**config.mk**
```make
export PLATFORM = sky130hd
export DESIGN_NAME = local_port_buffered
export DESIGN_NICKNAME = d
export VERILOG_FILES = /design/src/rtl/local_port_buffered.sv
export SDC_FILE = /design/constraint.sdc
export NUM_CORES = 1
export LEC_CHECK = 0
export BUFFER_PORTS_ARGS = -buffer_cell sky130_fd_sc_hd__buf_2
export CAP_MARGIN = 15
export CORE_ASPECT_RATIO = 1.25
export CORE_MARGIN = 3
export CORE_UTILIZATION = 41
export CTS_BUF_LIST = sky130_fd_sc_hd__clkbuf_16
export DETAILED_ROUTE_END_ITERATION = 10
export SYNTH_ARGS = -nofsm -noshare
export SYNTH_HDL_FRONTEND = slang
export SYNTH_SLANG_ARGS = --single-unit
```
**constraint.sdc**
```tcl
create_clock -name clk -period 9 [get_ports clk]
set_clock_uncertainty 0.15 [all_clocks]
set_input_delay 1.8 -clock clk [delete_from_list [all_inputs] [get_ports clk]]
set_output_delay 1.8 -clock clk [all_outputs]
set_load 0.01 [all_outputs]
```
**src/rtl/local_port_buffered.sv**
```systemverilog
// local_port_buffered: ring-router local eject/inject stage; optional LOCAL_INJ_STARVE_EN starvation override on channel NUM_CH-1
module local_port_buffered #(
   parameter int NUM_CH     = 4,
   parameter int DATA_WIDTH = 64,
   parameter int VALID_POS  = 63,
   parameter int TIME_LSB   = 40,
   parameter int TIME_WIDTH = 8,
   parameter int PPV_LSB    = 32,
   parameter int INJ_DEPTH  = 4,
   parameter int EJ_DEPTH   = 4,
   parameter int CNT_WIDTH  = 4
) (
   input  logic                         clk,
   input  logic                         rst_n,
   input  logic [NUM_CH*DATA_WIDTH-1:0] in_flit,
   input  logic [NUM_CH-1:0]            merge,
   input  logic [DATA_WIDTH-1:0]        inj_flit,
   input  logic                         inj_valid,
   output logic                         inj_ready,
   output logic [NUM_CH*DATA_WIDTH-1:0] out_flit,
   output logic [DATA_WIDTH-1:0]        ej_flit,
   output logic                         ej_valid,
   input  logic                         ej_ready,
   output logic [CNT_WIDTH-1:0]         num_flit_o
);
   localparam int IW = $clog2(INJ_DEPTH);
   localparam int EW = $clog2(EJ_DEPTH);
   localparam int CW = $clog2(NUM_CH);
   localparam int MAXC = (1 << CNT_WIDTH) - 1;
   logic [DATA_WIDTH-1:0] inj_mem [INJ_DEPTH];
   logic [DATA_WIDTH-1:0] ej_mem [EJ_DEPTH];
   logic [IW-1:0] inj_wr, inj_rd;
   logic [IW:0] inj_cnt;
   logic [EW-1:0] ej_wr, ej_rd;
   logic [EW:0] ej_cnt;
   logic [NUM_CH-1:0] cand, free;
   logic found, ej_space, inj_ne, do_ej, do_inj, freed_one, inj_push, ej_pop;
   logic force_ej, force_free;
   logic [CW-1:0] win, win_e, inj_ch;
   logic [TIME_WIDTH-1:0] best;
   logic [DATA_WIDTH-1:0] ej_data, fwd;
   logic [NUM_CH*DATA_WIDTH-1:0] out_next;
   logic [CNT_WIDTH-1:0] num_next;
   int n;
   assign inj_ne    = inj_cnt != '0;
   assign ej_space  = ej_cnt < (EW+1)'(EJ_DEPTH);
   assign inj_ready = rst_n & (inj_cnt < (IW+1)'(INJ_DEPTH));
   assign inj_push  = inj_valid & inj_ready;
   assign ej_valid  = ej_cnt != '0;
   assign ej_pop    = ej_valid & ej_ready;
   assign ej_flit   = ej_mem[ej_rd];
   always_comb begin
      cand = '0;
      found = 1'b0;
      win = '0;
      best = '0;
      for (int c = 0; c < NUM_CH; c++) begin
         cand[c] = in_flit[c*DATA_WIDTH+VALID_POS] & in_flit[c*DATA_WIDTH+PPV_LSB+4] & ~merge[c];
         if (cand[c] && (!found || in_flit[c*DATA_WIDTH+TIME_LSB +: TIME_WIDTH] < best)) begin
            found = 1'b1;
            win = CW'(c);
            best = in_flit[c*DATA_WIDTH+TIME_LSB +: TIME_WIDTH];
         end
      end
   end
`ifdef LOCAL_INJ_STARVE_EN
   logic [3:0] starve_cnt;
   logic starve;
   assign starve     = (starve_cnt == 4'd15) & inj_ne;
   assign force_ej   = starve & cand[NUM_CH-1] & ej_space;
   assign force_free = starve & (~cand[NUM_CH-1] | ej_space);
   always_ff @(posedge clk or negedge rst_n)
      if (!rst_n) starve_cnt <= '0;
      else starve_cnt <= (!inj_ne || do_inj) ? 4'd0 : (starve_cnt == 4'd15) ? 4'd15 : starve_cnt + 4'd1;
`else
   assign force_ej   = 1'b0;
   assign force_free = 1'b0;
`endif
   always_comb begin
      win_e = force_ej ? CW'(NUM_CH-1) : win;
      do_ej = (found | force_ej) & ej_space;
      ej_data = in_flit[win_e*DATA_WIDTH +: DATA_WIDTH];
      fwd = ej_data & ~(DATA_WIDTH'(1) << (PPV_LSB+4));
      freed_one = do_ej & (ej_data[PPV_LSB +: 4] == 4'd0);
      free = '0;
      inj_ch = '0;
      for (int c = NUM_CH-1; c >= 0; c--) begin
         free[c] = ~in_flit[c*DATA_WIDTH+VALID_POS] | merge[c] | (freed_one && win_e == CW'(c)) | (force_free && c == NUM_CH-1);
         if (free[c]) inj_ch = CW'(c);
      end
      do_inj = inj_ne & (|free);
      out_next = '0;
      for (int c = 0; c < NUM_CH; c++)
         out_next[c*DATA_WIDTH +: DATA_WIDTH] = (do_inj && inj_ch == CW'(c)) ? inj_mem[inj_rd] :
            (merge[c] || (freed_one && win_e == CW'(c))) ? '0 :
            (do_ej && win_e == CW'(c)) ? fwd : in_flit[c*DATA_WIDTH +: DATA_WIDTH];
      n = int'(num_flit_o) + int'(do_inj) - int'(freed_one) - $countones(merge);
      num_next = (n < 0) ? '0 : (n > MAXC) ? '1 : CNT_WIDTH'(n);
   end
   always_ff @(posedge clk or negedge rst_n)
      if (!rst_n) begin
         out_flit <= '0;
         num_flit_o <= '0;
         inj_wr <= '0;
         inj_rd <= '0;
         inj_cnt <= '0;
         ej_wr <= '0;
         ej_rd <= '0;
         ej_cnt <= '0;
      end else begin
         out_flit <= out_next;
         num_flit_o <= num_next;
         inj_wr <= inj_wr + IW'(inj_push);
         inj_rd <= inj_rd + IW'(do_inj);
         inj_cnt <= inj_cnt + (IW+1)'(inj_push) - (IW+1)'(do_inj);
         ej_wr <= ej_wr + EW'(do_ej);
         ej_rd <= ej_rd + EW'(ej_pop);
         ej_cnt <= ej_cnt + (EW+1)'(do_ej) - (EW+1)'(ej_pop);
      end
   always_ff @(posedge clk) begin
      if (inj_push) inj_mem[inj_wr] <= inj_flit;
      if (do_ej) ej_mem[ej_wr] <= ej_data;
   end
endmodule
```
# ---- After elaboration in Yosys (flattened, before gate mapping)
# Memories as Yosys holds them, arrays and structs flattened.
# Index checks and enable logic that the tools add are counted.
# W data, S select, Z words.
dict set report op_classes {
  n_addsub 14
  order_cmp 7
  eq_ne 6
  shift 1
  muxes 32
  n_bitwise 30
  reduce_logical 31
}
# op count
set op_table {}
lappend op_table {{$mux W64} 12}
lappend op_table {{$shiftx A256 B9 Y64} 1}
lappend op_table {{$lt A8 B8 Y1} 3}
lappend op_table {{$mux W8} 3}
lappend op_table {{$logic_and A1 B1 Y1} 15}
lappend op_table {{$and A1 B1 Y1} 14}
lappend op_table {{$mux W2} 6}
lappend op_table {{$mux W1} 9}
lappend op_table {{$add A2 B1 Y2} 4}
lappend op_table {{$eq A2 B2 Y1 const B} 4}
lappend op_table {{$mux W4} 2}
lappend op_table {{$not A1 Y1} 8}
lappend op_table {{$or A1 B1 Y1} 8}
lappend op_table {{$gt A7 B5 Y1 const B} 1}
lappend op_table {{$logic_or A1 B1 Y1} 7}
lappend op_table {{$lt A7 B1 Y1 const B} 1}
lappend op_table {{$sub A6 B4 Y7} 1}
lappend op_table {{$add A3 B1 Y3} 2}
lappend op_table {{$lt A3 B3 Y1 const B} 2}
lappend op_table {{$reduce_bool A3 Y1} 2}
lappend op_table {{$sub A3 B1 Y3} 2}
lappend op_table {{$sub A5 B1 Y6} 1}
lappend op_table {{$add A4 B1 Y5} 1}
lappend op_table {{$add A1 B1 Y2} 2}
lappend op_table {{other kinds (6)} 10}
dict set report totals {
  ff_bits 274
  ramBits 512
  in_bits 328
  output_inout_bits 326
  word_cells 131
  n_memories 2
}
# memory words word_bits rd rd_clocked_by_memory_dff write_ports line_no
set mem_list {}
lappend mem_list {ej_mem 4 64 1 0 1 31} ;# logic [DATA_WIDTH-1:0] ej_mem [EJ_DEPTH];
lappend mem_list {inj_mem 4 64 1 0 1 30} ;# logic [DATA_WIDTH-1:0] inj_mem [INJ_DEPTH];

# ---- Longest topological paths before layout
# Gate-level depths: netlist (run 1).
dict set report logic_depth {
  depth_word 28
  ltp_mapped 46
  depth_no_buf 40
}

# ---- Worst setup path after synthesis (run 1)
# No wires, ideal clock.
dict set report synth_timing {
  path_type {input to register}
  startpoint {input merge[0]}
  endpoint {register num_flit_o[3]}
  setup_time_ns 0.077
  t_arrival_ns 10.036
  required_ns 8.773
  slack_ns -1.263
  stages 45
  path_buffers 6
  path_cell_list {and3b_1 > buf_2 > nand2_1 > ha_1 > a211o_1 > a21oi_1 > a21o_1 > a21o_1 > buf_2 > clkbuf_1 > a21oi_1 > ha_1 > a21oi_1 > o21ai_1 > o21ai_0 > nand2b_1 > o31a_1 > buf_2 > [9 not listed] > a21oi_1 > a22oi_2 > mux2i_1 > inv_2 > nor3_1 > a211oi_1 > a41o_1 > ha_1 > inv_1 > ha_1 > fa_1 > ha_1 > nor2b_1 > o21ai_0 > nand2b_1 > o21ai_0 > nand3_1 > a21oi_1}
}
dict set report synth_between {
  elab_chain_len 28
  word_cells_on_any_way 52
  classes_between {5 x add/sub; 5 x order compare; 3 x eq/ne; 1 x shift; 12 x mux; 10 x bitwise; 16 x reduce/logical}
}
# element line_no
set synth_lines {}
lappend synth_lines {{from (decl)} 16} ;# input logic [NUM_CH-1:0] merge,
lappend synth_lines {{$not A1 Y1 (*)} 58} ;# cand[c] = in_flit[c*DATA_WIDTH+VALID_POS] & in_flit[c*DATA_WIDTH+PPV_LSB+4] & ~merge[c];
lappend synth_lines {{$and A1 B1 Y1 (*)} 58}
lappend synth_lines {{$mux W8 / $mux W1 (equally long branches)} 59} ;# if (cand[c] && (!found || in_flit[c*DATA_WIDTH+TIME_LSB +: TIME_WIDTH] < best)) begin
lappend synth_lines {{$lt A8 B8 Y1 / $logic_not A1 Y1 (equally long branches)} 59}
lappend synth_lines {{$logic_or A1 B1 Y1} 59}
lappend synth_lines {{$logic_and A1 B1 Y1} 59}
lappend synth_lines {{$mux W8 / $mux W1 (equally long branches)} 59}
lappend synth_lines {{$lt A8 B8 Y1 / $logic_not A1 Y1 (equally long branches)} 59}
lappend synth_lines {{[8 not listed]} n/a}
lappend synth_lines {{via ej_data[35]} 41} ;# logic [DATA_WIDTH-1:0] ej_data, fwd;
lappend synth_lines {{[5 not listed]} n/a}
lappend synth_lines {{$and A1 B1 Y1} 91} ;# do_inj = inj_ne & (|free);
lappend synth_lines {{$add A4 B1 Y5} 97} ;# n = int'(num_flit_o) + int'(do_inj) - int'(freed_one) - $countones(merge);
lappend synth_lines {{$sub A5 B1 Y6 (*)} 97}
lappend synth_lines {{$sub A6 B4 Y7 (*)} 97}
lappend synth_lines {{$gt A7 B5 Y1} 98} ;# num_next = (n < 0) ? '0 : (n > MAXC) ? '1 : CNT_WIDTH'(n);
lappend synth_lines {{$mux W4} 98}
lappend synth_lines {{$mux W4 (*)} 98}
lappend synth_lines {{via num_next[3]} 43} ;# logic [CNT_WIDTH-1:0] num_next;
lappend synth_lines {{to (signal assigned)} 112} ;# num_flit_o <= num_next;
lappend synth_lines {{to (decl)} 24} ;# output logic [CNT_WIDTH-1:0] num_flit_o
# Mark *: on every way through the listed nets, which the timed path passes. The rest lies on a longest branch.

# ---- Worst setup path in the final report (run 1)
dict set report layout_timing {
  startpoint {input merge[0]}
  endpoint {register num_flit_o[3]}
}
dict set report layout_between {
  elab_chain_len 28
  word_cells_on_any_way 52
  classes_between {5 x add/sub; 5 x order compare; 3 x eq/ne; 1 x shift; 12 x mux; 10 x bitwise; 16 x reduce/logical}
}
# element line_no
set layout_lines {}
lappend layout_lines {{$not A1 Y1} 58}
lappend layout_lines {{$and A1 B1 Y1} 58}
lappend layout_lines {{$mux W8 / $mux W1 (equally long branches)} 59}
lappend layout_lines {{$lt A8 B8 Y1 / $logic_not A1 Y1 (equally long branches)} 59}
lappend layout_lines {{$logic_or A1 B1 Y1} 59}
lappend layout_lines {{$logic_and A1 B1 Y1} 59}
lappend layout_lines {{$mux W8 / $mux W1 (equally long branches)} 59}
lappend layout_lines {{$lt A8 B8 Y1 / $logic_not A1 Y1 (equally long branches)} 59}
lappend layout_lines {{[13 not listed]} n/a}
lappend layout_lines {{$and A1 B1 Y1} 91}
lappend layout_lines {{$add A4 B1 Y5} 97}
lappend layout_lines {{$sub A5 B1 Y6} 97}
lappend layout_lines {{$sub A6 B4 Y7 (*)} 97}
lappend layout_lines {{$gt A7 B5 Y1} 98}
lappend layout_lines {{$mux W4} 98}
lappend layout_lines {{$mux W4 (*)} 98}
lappend layout_lines {{via num_next[3]} 43}
# Marks and branches as above.

==> results of run 1 <==
## routing by layer
metal,global-route usage [%],share of wire (%),up-vias
li1,-,-,10100
met1,39.7,41,12100
met2,46.0,47,1030
met3,6.22,7.7,215
met4,9.74,3.4,12
met5,0,0.067,-
## Yosys cell counts (41+ instances only)
| library cell | number | area share, % |
|---|---|---|
| mux2_2 | 61 | 2.1 |
| nand2_1 | 376 | 4.3 |
| o21ai_0 | 127 | 1.9 |
| mux4_2 | 70 | 4.7 |
| a21o_1 | 67 | 1.5 |
| o221a_2 | 56 | 1.9 |
| mux2i_1 | 250 | 7.5 |
| edfxtp_1 | 512 | 46 |
| nor3_1 | 65 | 0.98 |
| ha_1 | 41 | 1.5 |
| clkbuf_1 | 96 | 1.1 |
| dfrtp_1 | 274 | 21 |
| nor2_1 | 69 | 0.78 |
## kinds of logic (layout without fill, tap and decap cells)
family	Yosys count	after routing	share of synthesized area, %
buffers and inverters	172	1047	2.26
other	0	16	0
AND/OR/NAND/NOR	571	571	7.25
adder cells (fa/ha/maj)	46	46	1.85
multiplexers	387	387	14.6
flip-flops	786	786	67.0
AO/OA/AOI/OAI	315	317	6.76
XOR/XNOR	13	13	0.343
## registers in the layout, indices dropped and copies added, names as in the netlist
name	flops
ej_wr	2
ej_rd	2
inj_mem	256
num_flit_o	4
inj_rd	2
inj_wr	2
inj_cnt	3
out_flit	256
ej_cnt	3
ej_mem	256
## power breakdown
part,leakage [nW],switching (mW),internal [mW]
Combinational,8.94,2.49,1.62
Sequential,8.04,0.346,4.44
Clock,1.39,1.44,2.04
## layout make-up
class / count / area, sq um / area share [%]
sequential: 786 / 22200 / 52.3
tap: 1062 / 1330 / 3.13
multi-input combinational: 1334 / 10900 / 25.7
timing repair buffer: 868 / 5120 / 12.1
clock buffer: 87 / 2180 / 5.12
clock inverter: 61 / 561 / 1.32
inverter: 31 / 116 / 0.274
antenna: 16 / 40.0 / 0.0942
## worst paths after layout
kind | start | to | slack [ns]
setup / recovery | merge[0] | num_flit_o[3]$_DFF_PN0_ | 0.17
hold / removal | ej_cnt[0]$_DFF_PN0_ | ej_cnt[0]$_DFF_PN0_ | 0.36
setup reg to reg | ej_cnt[2]$_DFF_PN0_ | num_flit_o[3]$_DFF_PN0_ | 4.82
hold reg to reg | ej_cnt[0]$_DFF_PN0_ | ej_cnt[0]$_DFF_PN0_ | 0.36
max in group asynchronous | rst_n | out_flit[216]$_DFF_PN0_ | 5.01
min in group asynchronous | rst_n | out_flit[171]$_DFF_PN0_ | 0.87
## stage by stage
step                      instances  area (sq um)  hold WS, ns  setup TNS [ns]
final                          4245         42500        0.360               0
after global placement         4058         39100        0.330           -2.98
after detailed placement       4062         39100        0.349          -10.74
after global routing           4237         42500        0.395          -0.512
after CTS                      4211         41900        0.363               0
after floorplan                2290         33400        0.312           -1.85
## timing repair
action	in CTS	in global routing
pin swaps	2	45
gates cloned	0	2
buffers inserted	1	15
setup endpoints to repair	4	4
resized for setup	5	89
==> results.cfg, run 1 <==
[outcome]
status = completed

[clock_network]
numCtsBuffers = 80
hold_buffers = 0
cts_root_buffer = clkbuf_16
cts_sinks = 786
cts_max_level = 3
clockBufferDepth = 3
clkSlewWorstSetupHoldPaths_ns = 0.06
cts_tree = yes
clock_latency_ns = 0.64

[finish]
synthToLayoutAreaGrowth_pct = 28.1
fillers = 6932
nNetsFinal = 3475
final_core_util_pct = 53.1
final_cell_mix = buf_2, edfxtp_1, nand2_1
layout_commonest_cell = buf_2
drive_gt1_share_pct = 40.7

[floorplanning]
floorplan.initialDensity_pct = 41.4
io_pins = 654
fp.dieH_um = 324
die_x_um = 260
core-area_sq_um = 80100
dieArea_sq_um = 84400
rows = 116

[synth]
syn_inst = 2290
synth_fp_nets = 2664
syn_area_per_cell_sq_um = 14.5
synth_edf_count = 512
ys_types = 65
ys_async_sr_fraction_pct = 34.9
yosys_most_used_dff = edfxtp_1
ys_seq_area_share_pct = 67.0
yosysWarnings = 0
syn_area_sq_um = 33200
ys_seq_elements = 786

[worst_setup_path]
crit_type = in -> reg
arrival_ns = 9.19
start_kind = input port
critPathCaptureType = register
crit_family = compound AO/OA/AOI/OAI gates
cp_slowest_cell = fa_2
cp_num_buf_inv = 5
cp_max_fo = 8
crit_cells = 38
required_ns = 9.37
r2r_cells = 17
critical-path-max-stage-delay_ns = 0.60
path_common_cell = ha_4

[placed_design]
io_buffers = 653
hpwl_um = 93400
pre_cts_slack_ns = -0.895
gp_congestion = 0.970

[hold_path]
hold_path_class = reg -> reg
worstHoldPathCells = 1

[sta]
finalSetupViolCount = 0
fin_ws_ns = 0.171
min_period_ns = 8.83
finalCritPeriodShare_pct = 98.1
rsz0062_at_grt = yes
slew_headroom_pct = 12.1
worst_pin_slew_ns = 1.31
fmax_ghz = 0.113
drv_slew = 0
hold_viol = 0

[grt]
grtUsageTotal_pct = 28.9
grt_pass1_vias = 23300
grt_pass1_wl_um = 173000
grt_overflow_total = 0
antenna_found_initial = 36
grt_start_max_net_pins = 70

[route]
first_pass_iters = 6
num_vias = 23500
routed_wl_um = 126000
wire_per_inst_um = 29.6
drc = 0
antenna_left = 0
drt_iter0_markers = 2157
vias_per_cell = 5.53

[power_and_ir_drop]
ir_drop_mv = 0.138
p_total_mw = 12.4
p_leak_nw = 18.4
p_per_area_nw_per_um2 = 291

[flow_run]
maxCapViolCount = 0
No activity file was read; power rests on OpenSTA's default activity.
==> run 2, diff against run 1 <==
PLACE_DENSITY_LB_ADDON = 0.08   (was not set)
==> run 2 against run 1 <==
  * Global-route usage increased by 0.72 points
  * Register-to-register slack improved by 0.05 ns
  * Cell area hardly changed
  * First-iteration DRC count is 6.7% lower
  * Die area stayed put
  * Routed wire length increased by 2.1%
  * Non-clock buffer count grew 18
  * Clock power down 5%
  * Cell count is 0.68% higher
  * Sequential power barely moved
  * Sequential cell count unchanged
  * Via count fell by 0.36%
  * Critical path type unchanged
  * Critical endpoint unchanged
  * Highest routed layer unchanged
==> results.cfg, run 2 (synthesized netlist as in run 1, its figures left out) <==
[placed_design]
placed_area_sq_um = 39300
hpwl_um = 94600
gp_congestion = 0.972
dp_cells = 4074
io_buffers = 653
pre_cts_slack_ns = -0.714

[power_and_ir_drop]
p_total_mw = 12.3
p_leak_nw = 18.4
p_per_area_nw_per_um2 = 289
ir_drop_mv = 0.203

[finish]
final_cell_mix = buf_2, edfxtp_1, nand2_1
largest_registers = ej_mem x256, inj_mem x256, out_flit x256
layout_commonest_cell = buf_2
fillers = 7022
drive_gt1_share_pct = 40.8
synthToLayoutAreaGrowth_pct = 28.0
final_core_util_pct = 53.0
layout.cells.non_filler = 4274
fin_area_sq_um = 42500
seqCellArea_sq_um = 22200
nNetsFinal = 3494
multiInputGateArea_sq_um = 10900

[worst_setup_path]
crit_type = in -> reg
r2r_cells = 17
cp_max_fo = 8
start_kind = input port
regToRegStartpoint = ej_cnt[2]$_DFF_PN0_
critical-path-max-stage-delay_ns = 0.60
startpoint = merge[0]
required_ns = 9.41
cp_slowest_cell = fa_2
rrSetupSlack_ns = 4.87
path_common_cell = ha_4
arrival_ns = 9.30
critPathCaptureType = register
crit_end = num_flit_o[3]$_DFF_PN0_
rr_endpoint = num_flit_o[3]$_DFF_PN0_

[sta]
worst_pin_slew_ns = 1.22
drv_slew = 0
hold_viol = 0
min_period_ns = 8.89
hold_ws_ns = 0.346
finalCritPeriodShare_pct = 98.8
fin_setup_tns_ns = 0
slew_headroom_pct = 17.5
fmax_ghz = 0.112
fin_ws_ns = 0.110
finalSetupViolCount = 0

[route]
drt_iter0_markers = 2012
num_vias = 23400
vias_per_cell = 5.47
drc = 0
routed_wl_um = 128000
wire_per_inst_um = 30.0
antenna_left = 0
first_pass_iters = 5

[floorplanning]
floorplan.initialDensity_pct = 41.4
fp.dieH_um = 324
die_x_um = 260
rows = 116
dieArea_sq_um = 84400
io_pins = 654
core-area_sq_um = 80100

[grt]
grtUsageTotal_pct = 29.6
grt_pass1_vias = 23500
grt_start_max_net_pins = 78
grt_pass1_wl_um = 177000
grt_overflow_total = 0
antenna_found_initial = 40

[flow_run]
maxCapViolCount = 0

[clock_network]
clockBufferDepth = 3
clock_latency_ns = 0.64
clkSlewWorstSetupHoldPaths_ns = 0.06
cts_max_level = 3
cts_root_buffer = clkbuf_16
cts_sinks = 786
numCtsBuffers = 82
hold_buffers = 0
cts_tree = yes

[hold_path]
hold_path_class = reg -> reg
hold_path.startpoint = ej_cnt[0]$_DFF_PN0_

[outcome]
status = completed
==> run 2: cell count changes in the layout (fill, tap and decap cells not counted), moves of 3 or more <==
cell / before / now
buf_12: 16 / 19
clkinv_1: 14 / 21
clkbuf_16: 87 / 84
o21ai_1: 22 / 13
buf_4: 189 / 204
bufinv_16: 10 / 5
diode_2: 16 / 23
nor2_2: 5 / 2
o21ai_0: 99 / 108
clkinv_2: 12 / 17
==> run 2: final cells by class <==
type / count / share of cell area [%]
flip-flops and latches: 786 / 52.3
multi-input cells: 1333 / 25.6
repair buffers: 886 / 12.5
clock buffers: 83 / 4.89
well taps: 1062 / 3.13
clock inverters: 70 / 1.17
inverters: 31 / 0.274
diodes: 23 / 0.135
==> run 2: worst min-delay path by stage <==
stage / endpoint / cells after the start
after floorplan: ej_cnt[2]$_DFF_PN0_ / 1
after global placement: ej_cnt[0]$_DFF_PN0_ / 1
after detailed placement: ej_cnt[0]$_DFF_PN0_ / 1
after CTS: ej_cnt[0]$_DFF_PN0_ / 1
after global routing: ej_cnt[0]$_DFF_PN0_ / 1
final: ej_cnt[0]$_DFF_PN0_ / 1
==> run 2: layer usage <==
metal	up-vias	share of wire, %	track usage, %
met2	990	47	46.4
met4	14	3.2	9.83
li1	10200	-	-
met5	-	0.072	0
met1	12000	42	41.0
met3	214	7.6	6.95
==> run 2: power by group <==
group / switching (mW) / total, mW / internal [mW] / leakage (nW)
Sequential: 0.351 / 4.79 / 4.44 / 8.04
Clock: 1.47 / 3.30 / 1.83 / 1.31
Combinational: 2.52 / 4.18 / 1.66 / 9.02
==> run 2: worst max-delay path: cells and delay by family <==
| kind | cells | cell delay (ns) |
|---|---|---|
| fa+ha+maj | 7 | 1.86 |
| compound gates | 17 | 3.23 |
| buf+inv | 5 | 0.56 |
| simple gates | 10 | 1.81 |
==> run 2: timing repair <==
item	in CTS	in global routing
cloned	0	2
hold endpoints to repair	0	0
gates resized for setup	5	77
setup buffers	0	19
pin swaps	0	51
endpoints found under the setup margin	4	4
